<file path="src/rtl/tiger_defines.sv">
// Shared register-file write definitions used by the writeback arbiter and its buffer.
package tiger_defines;

    localparam int REGNUM_W = 5;
    localparam int DATA_W   = 32;

    typedef logic [REGNUM_W-1:0] regnum_t;
    typedef logic [DATA_W-1:0]   word_t;

    // One buffered late-result write: destination register and data.
    typedef struct packed {
        regnum_t num;
        word_t   data;
    } lt_req_t;

endpackage

</file>
<file path="src/rtl/tiger_wb_fifo.sv">
// Circular buffer of late-result writes. Every entry carries a valid bit that a
// younger writeback to the same register can clear; invalid entries still
// occupy their slot until dequeued.
module tiger_wb_fifo
    import tiger_defines::*;
#(
    parameter int DEPTH = 2
) (
    input  logic    clk,
    input  logic    reset_n,
    input  logic    push,
    input  lt_req_t push_req,
    input  logic    pop,
    input  logic    inv_en,
    input  regnum_t inv_num,
    output logic    full,
    output logic    empty,
    output logic    head_valid,
    output lt_req_t head_req
);

    localparam int PTR_W = $clog2(DEPTH);

    logic [PTR_W-1:0] wr_ptr_reg;
    logic [PTR_W-1:0] rd_ptr_reg;
    logic [PTR_W:0]   count_reg;

    lt_req_t          entry_vec [DEPTH];
    logic [DEPTH-1:0] valid_vec;

    genvar gi;
    generate
        for (gi = 0; gi < DEPTH; gi++) begin : g_entry
            lt_req_t entry_reg;
            logic    valid_reg;

            // A push claims the slot; otherwise a matching writeback kills the
            // older entry. The push wins so a same-cycle younger lt write survives.
            always_ff @(posedge clk or negedge reset_n) begin
                if (!reset_n) begin
                    entry_reg <= '0;
                    valid_reg <= 1'b0;
                end else if (push && (wr_ptr_reg == PTR_W'(gi))) begin
                    entry_reg <= push_req;
                    valid_reg <= 1'b1;
                end else if (inv_en && (entry_reg.num == inv_num)) begin
                    valid_reg <= 1'b0;
                end
            end

            assign entry_vec[gi] = entry_reg;
            assign valid_vec[gi] = valid_reg;
        end
    endgenerate

    // Pointer and occupancy bookkeeping; pointers wrap naturally (power-of-two depth).
    always_ff @(posedge clk or negedge reset_n) begin
        if (!reset_n) begin
            wr_ptr_reg <= '0;
            rd_ptr_reg <= '0;
            count_reg  <= '0;
        end else begin
            if (push) wr_ptr_reg <= wr_ptr_reg + 1'b1;
            if (pop)  rd_ptr_reg <= rd_ptr_reg + 1'b1;
            case ({push, pop})
                2'b10:   count_reg <= count_reg + 1'b1;
                2'b01:   count_reg <= count_reg - 1'b1;
                default: count_reg <= count_reg;
            endcase
        end
    end

    assign full       = (count_reg == (PTR_W+1)'(DEPTH));
    assign empty      = (count_reg == '0);
    assign head_valid = valid_vec[rd_ptr_reg];
    assign head_req   = entry_vec[rd_ptr_reg];

endmodule

</file>
<file path="src/rtl/tiger_wb_arbiter.sv">
// Register-file write-port arbiter: writeback stage has priority, late
// (multi-cycle) results queue in a small buffer and fill idle port cycles.
module tiger_wb_arbiter
    import tiger_defines::*;
#(
    parameter int FIFO_DEPTH   = 2,
    parameter int STARVE_LIMIT = 4
) (
    input  logic                clk,
    input  logic                reset_n,
    input  logic                wb_en,
    input  logic                wb_cop,
    input  logic [REGNUM_W-1:0] wb_num,
    input  logic [DATA_W-1:0]   wb_data,
    input  logic                lt_valid,
    input  logic [REGNUM_W-1:0] lt_num,
    input  logic [DATA_W-1:0]   lt_data,
    output logic                lt_ready,
    output logic                rf_we,
    output logic                rf_we_cop,
    output logic [REGNUM_W-1:0] rf_num,
    output logic [DATA_W-1:0]   rf_data,
    output logic                stall_req
);

    localparam int STARVE_W = $clog2(STARVE_LIMIT + 1);

    logic    fifo_full, fifo_empty, head_valid;
    lt_req_t head_req;
    logic    lt_push, fifo_pop, head_live, lt_issue, inv_en;

    logic                rf_we_reg, rf_we_next;
    logic                rf_we_cop_reg, rf_we_cop_next;
    logic [REGNUM_W-1:0] rf_num_reg, rf_num_next;
    logic [DATA_W-1:0]   rf_data_reg, rf_data_next;
    logic [STARVE_W-1:0] starve_reg, starve_next;
    logic                stall_reg, stall_next;

    assign lt_ready  = !fifo_full;
    assign lt_push   = lt_valid && !fifo_full;
    // Dead heads (invalidated or r0) never need the port, so they drain even under wb traffic.
    assign head_live = head_valid && (head_req.num != '0);
    assign fifo_pop  = !fifo_empty && (!wb_en || !head_live);
    assign lt_issue  = fifo_pop && head_live;
    assign inv_en    = wb_en && !wb_cop && (wb_num != '0);

    tiger_wb_fifo #(
        .DEPTH (FIFO_DEPTH)
    ) u_fifo (
        .clk        (clk),
        .reset_n    (reset_n),
        .push       (lt_push),
        .push_req   ('{num: lt_num, data: lt_data}),
        .pop        (fifo_pop),
        .inv_en     (inv_en),
        .inv_num    (wb_num),
        .full       (fifo_full),
        .empty      (fifo_empty),
        .head_valid (head_valid),
        .head_req   (head_req)
    );

    // Port selection and starvation tracking for the next cycle.
    always_comb begin
        rf_we_next     = 1'b0;
        rf_we_cop_next = 1'b0;
        rf_num_next    = rf_num_reg;
        rf_data_next   = rf_data_reg;
        if (wb_en) begin
            rf_we_next     = !wb_cop && (wb_num != '0);
            rf_we_cop_next = wb_cop;
            rf_num_next    = wb_num;
            rf_data_next   = wb_data;
        end else if (lt_issue) begin
            rf_we_next     = 1'b1;
            rf_num_next    = head_req.num;
            rf_data_next   = head_req.data;
        end

        starve_next = starve_reg;
        if (fifo_empty || fifo_pop) begin
            starve_next = '0;
        end else if (wb_en && (starve_reg != STARVE_W'(STARVE_LIMIT))) begin
            starve_next = starve_reg + 1'b1;
        end
        stall_next = (starve_next == STARVE_W'(STARVE_LIMIT));
    end

    // Registered write port, starve counter and stall request.
    always_ff @(posedge clk or negedge reset_n) begin
        if (!reset_n) begin
            rf_we_reg     <= 1'b0;
            rf_we_cop_reg <= 1'b0;
            rf_num_reg    <= '0;
            rf_data_reg   <= '0;
            starve_reg    <= '0;
            stall_reg     <= 1'b0;
        end else begin
            rf_we_reg     <= rf_we_next;
            rf_we_cop_reg <= rf_we_cop_next;
            rf_num_reg    <= rf_num_next;
            rf_data_reg   <= rf_data_next;
            starve_reg    <= starve_next;
            stall_reg     <= stall_next;
        end
    end

    assign rf_we     = rf_we_reg;
    assign rf_we_cop = rf_we_cop_reg;
    assign rf_num    = rf_num_reg;
    assign rf_data   = rf_data_reg;
    assign stall_req = stall_reg;

endmodule

</file>
<file path="config.mk">
export PLATFORM = sky130hd
export DESIGN_NAME = tiger_wb_arbiter
export DESIGN_NICKNAME = d
export VERILOG_FILES = /design/src/rtl/tiger_defines.sv /design/src/rtl/tiger_wb_fifo.sv /design/src/rtl/tiger_wb_arbiter.sv
export SDC_FILE = /design/constraint.sdc
export NUM_CORES = 1
export LEC_CHECK = 0
export ABC_AREA = 1
export BUFFER_PORTS_ARGS = -buffer_cell sky130_fd_sc_hd__buf_2
export CORE_MARGIN = 2
export CORE_UTILIZATION = 55
export DETAILED_ROUTE_END_ITERATION = 12
export GPL_ROUTABILITY_DRIVEN = 0
export PLACE_DENSITY_LB_ADDON = 0.12
export SLEW_MARGIN = 5
export SYNTH_ARGS = -nofsm -noshare
export SYNTH_HDL_FRONTEND = slang
export SYNTH_SLANG_ARGS = --single-unit
</file>
<file path="constraint.sdc">
create_clock -name clk -period 2.6 [get_ports clk]
set_clock_uncertainty 0.15 [all_clocks]
set_input_delay 0.13 -clock clk [delete_from_list [all_inputs] [get_ports clk]]
set_output_delay 0.13 -clock clk [all_outputs]
set_load 0.05 [all_outputs]
</file>
==> impl_summary.txt <==
----------------------------------------------------
[Timing]
  Fmax ... 409 MHz
  Min Hold Slack ... 0.0204 ns
  Minimum period implied by the final worst setup slack ... 2.44 ns
  Setup repair after global routing missed its margin ... false
  Slew margin rel. ... 31.0%
  Final number of setup-violating endpoints ... 0
  Final hold vios ... 0
  Number of max-slew violations in the final report ... 0
  Final worst-path cycle share ... 94.0%
  Worst slew pin tran ... 1.03 ns
  Final-layout setup total negative slack ... 0 ns

[Synth]
  Register area share after synthesis ... 54.2%
  Synthesis warning total ... 0
  Post-synthesis adder-cell area fraction ... 0.661%
  Main area contributors after synthesis ... dfrtp_1 (54%), nand2_1 (16%), o21ai_0 (5.9%), a31oi_1 (4.0%), nand3_1 (3.8%)
  Flip-flop and latch count after synthesis ... 123
  Mux contribution to synthesized area ... 0%
  Combinational family with the most area after synthesis ... simple AND/OR/NAND/NOR gates
  Yosys cell types ... 26
  Simple-gate area share of the yosys netlist ... 24.4%
  Synthesized-area fraction occupied by ao, oa, aoi and oai cells ... 11.3%
  Cell type contributing the most total cell area after synthesis ... dfrtp_1
  Post-synthesis area per instance ... 8.19 um^2
  Net count of the mapped netlist ... 775
  Number of instances in the synthesized netlist ... 693
  Area share of the largest cell type after synthesis ... 54.2%
  Cell area after technology mapping ... 5680 um^2
  XOR/XNOR Fraction of Synth Area ... 2.16%

[Clock network]
  CTS tree ... done
  Clk pin slew, worst setup/hold paths ... 0.06 ns
  Clock latency of the later-clocked register in the worst-skew pair ... 0.53 ns
  Number of instances resized during post-cts repair ... 0
  Cell at the root of the clock tree ... clkbuf_8
  Number of clock sinks ... 123
  H-tree depth ... 4
  Clk buf depth ... 2
  Number of CTS-inserted buffers ... 17
  Buffer count from post-CTS setup fixing ... 0

[Worst setup path]
  Capturing element type of the critical path ... flop
  Critical path cell sequence ... inv_2 > nand2_1 > nand2_1 > nor2_1 > nand3_2 > nand2_2 > o21bai_2 > nand2_1 > nand2_1
  Highest net fanout along the worst path ... 18
  Max stage delay cell, worst path ... o21bai_2
  Crit Path Category ... flop to flop
  Count of buffer and inverter cells on the critical path ... 1
  Data required time of the worst path ... 2.91 ns
  Arrival @ worst endpoint ... 2.75 ns
  CP most frequent cell ... nand2_1
  Largest incremental delay on the critical path ... 0.83 ns
  Crit path launch type ... flop
  Top delay family on crit path ... compound AO/OA/AOI/OAI gates

[Power]
  Reported leakage power ... 0.00396 uW
  Pwr per Cell Area ... 1270 nW/um^2
  Clk pwr share ... 21.8%
  Max rail drop VDD ... 0.000837 V
  Sw frac ... 44.5%
  Switching component of the power ... 4370 uW
  Register share of total power ... 34.7%
  Part of the power in combinational logic ... 43.4%
  Internal power of the cells ... 5430 uW

[Drt]
  Via Count ... 5364
  Number of detailed-route iterations in the first pass ... 5
  Avg WL per Cell ... 14.6 um
  Antenna violation net count after detailed routing ... 0
  Total routed wirelength ... 15100 um
  Detailed-route vias per instance ... 5.21
  DRC Markers ... 0
  Initial DRC Count ... 291

[Global route]
  Antenna violations before repair ... 0
  Overflow after GRT ... 0
  Via count of the first global-routing pass ... 5185
  Combined global-route utilization of all metal layers ... 28.1%
  Largest net degree at the start of global routing ... 88
  Global-route wire length before repair ... 24700 um

[Floorplan]
  Die extent in y ... 106 um
  FP Rows ... 37
  Core Box Area ... 10200 um^2
  Initial core utilization ... 55.7%
  Die width ... 106 um
  Die area ... 11200 um^2
  Top-level port count ... 120

[Place]
  DP Wirelength ... 8750 um
  Dpl cell area ... 6350 um^2
  Number of port buffers ... 119

[Cells and area]
  Max reg flops ... 74
  Number of antenna diodes ... 0
  Fraction of layout instances using a drive strength above 1 ... 19.3%
  Post-route cell area ... 7730 um^2
  Post-layout nets ... 963
  Area added between synthesis and finish ... 36.1%

[Run]
  Number of maximum-capacitance violations ... 0

[Min path]
  Type of the worst min-delay path ... primary input to async pin

[Outcome]
  Outcome ... finished clean

----------------------------------------------------
stage by stage:
stage	utilization, %	worst slack [ns]	total power, uW	std cells
after floorplan	-	0.644	6460	693
after global placement	62.4	0.414	7320	915
after detailed placement	62.4	0.297	7460	915
after CTS	75.7	0.281	9730	1028
after global routing	75.9	0.00423	10400	1029
final	75.9	0.156	9800	1029
cell type report:
| cell class | instances | area, um^2 |
|---|---|---|
| sequential | 123 | 3080 |
| inverter | 48 | 181 |
| fill | 742 | 2460 |
| clock inverter | 9 | 70.1 |
| tap | 136 | 170 |
| clock buffer | 22 | 473 |
| timing repair buffer | 212 | 1550 |
| multi-input combinational | 479 | 2200 |
metal layers:
layer,wire length [um],global-route usage (%)
met1,6430,36.6
met2,7400,45.8
met3,948,7.05
met4,287,10.1
met5,0,0
what timing repair did:
action,4_1_cts,5_1_grt
setup endpoints to repair,0,1
hold buffers,82,0
hold endpoints to repair,200,0
synthesized netlist by cell type:
master and n:
nand2_1 245, dfrtp_1 123, o21ai_0 67, inv_1 47
nor2_1 45, nand3_1 43, a31oi_1 36, clkbuf_1 24
o21ai_1 11, buf_2 9, xnor2_1 9, buf_6 7
xor2_1 5, buf_1 3, ha_1 3, nand2_2 3
nand4_1 3, nor3_1 2, a21oi_1 1, buf_4 1
inv_2 1, nand3_2 1, nand4_2 1, o21bai_4 1
or2_1 1, or2_2 1
placed cells by master, fill, tap and decap left out, drive strengths merged, types with 2 or more instances in the layout:
cell type,synthesis,routed
nor3,2,2
o21ai,78,78
a31oi,36,36
buf,20,130
dlygate4sd3,0,82
nand2,248,248
nand3,44,44
xnor2,9,9
clkinv,0,9
xor2,5,5
o21bai,1,2
dfrtp,123,123
clkbuf,24,22
ha,3,3
nor2,45,45
inv,48,47
nand4,4,4
or2,2,2
path summary, 6_finish.rpt:
path | start | end | slack (ns) | cells after the start
worst max-delay path | u_fifo.rd_ptr_reg | rf_data[14] | 0.16 | 9
worst min-delay path | reset_n | u_fifo.entry_vec[30] | 0.02 | 2
worst max register to register | u_fifo.rd_ptr_reg | rf_data[14] | 0.16 | 9
worst min register to register | u_fifo.entry_vec[6] | u_fifo.entry_vec[6] | 0.33 | 2
max in group asynchronous | reset_n | u_fifo.entry_vec[71] | 1.46 | 3
min in group clk | lt_data[24] | u_fifo.entry_vec[61] | 0.27 | 4
cell families (layout without fill, tap and decap cells):
| group | Yosys count | after routing |
|---|---|---|
| simple gates | 345 | 345 |
| xor+xnor | 14 | 14 |
| flops | 123 | 123 |
| buf+inv | 92 | 291 |
| compound gates | 116 | 117 |
| fa+ha+maj | 3 | 3 |
power groups by stage:
stage                     Clock, uW  Sequential, uW  Combinational, uW
after floorplan                   0            4340               2120
after global placement            0            3360               3960
after detailed placement          0            3390               4080
after CTS                      2170            3370               4190
after global routing           2260            3510               4680
final                          2140            3400               4260
(Power assumes the default switching activity.)
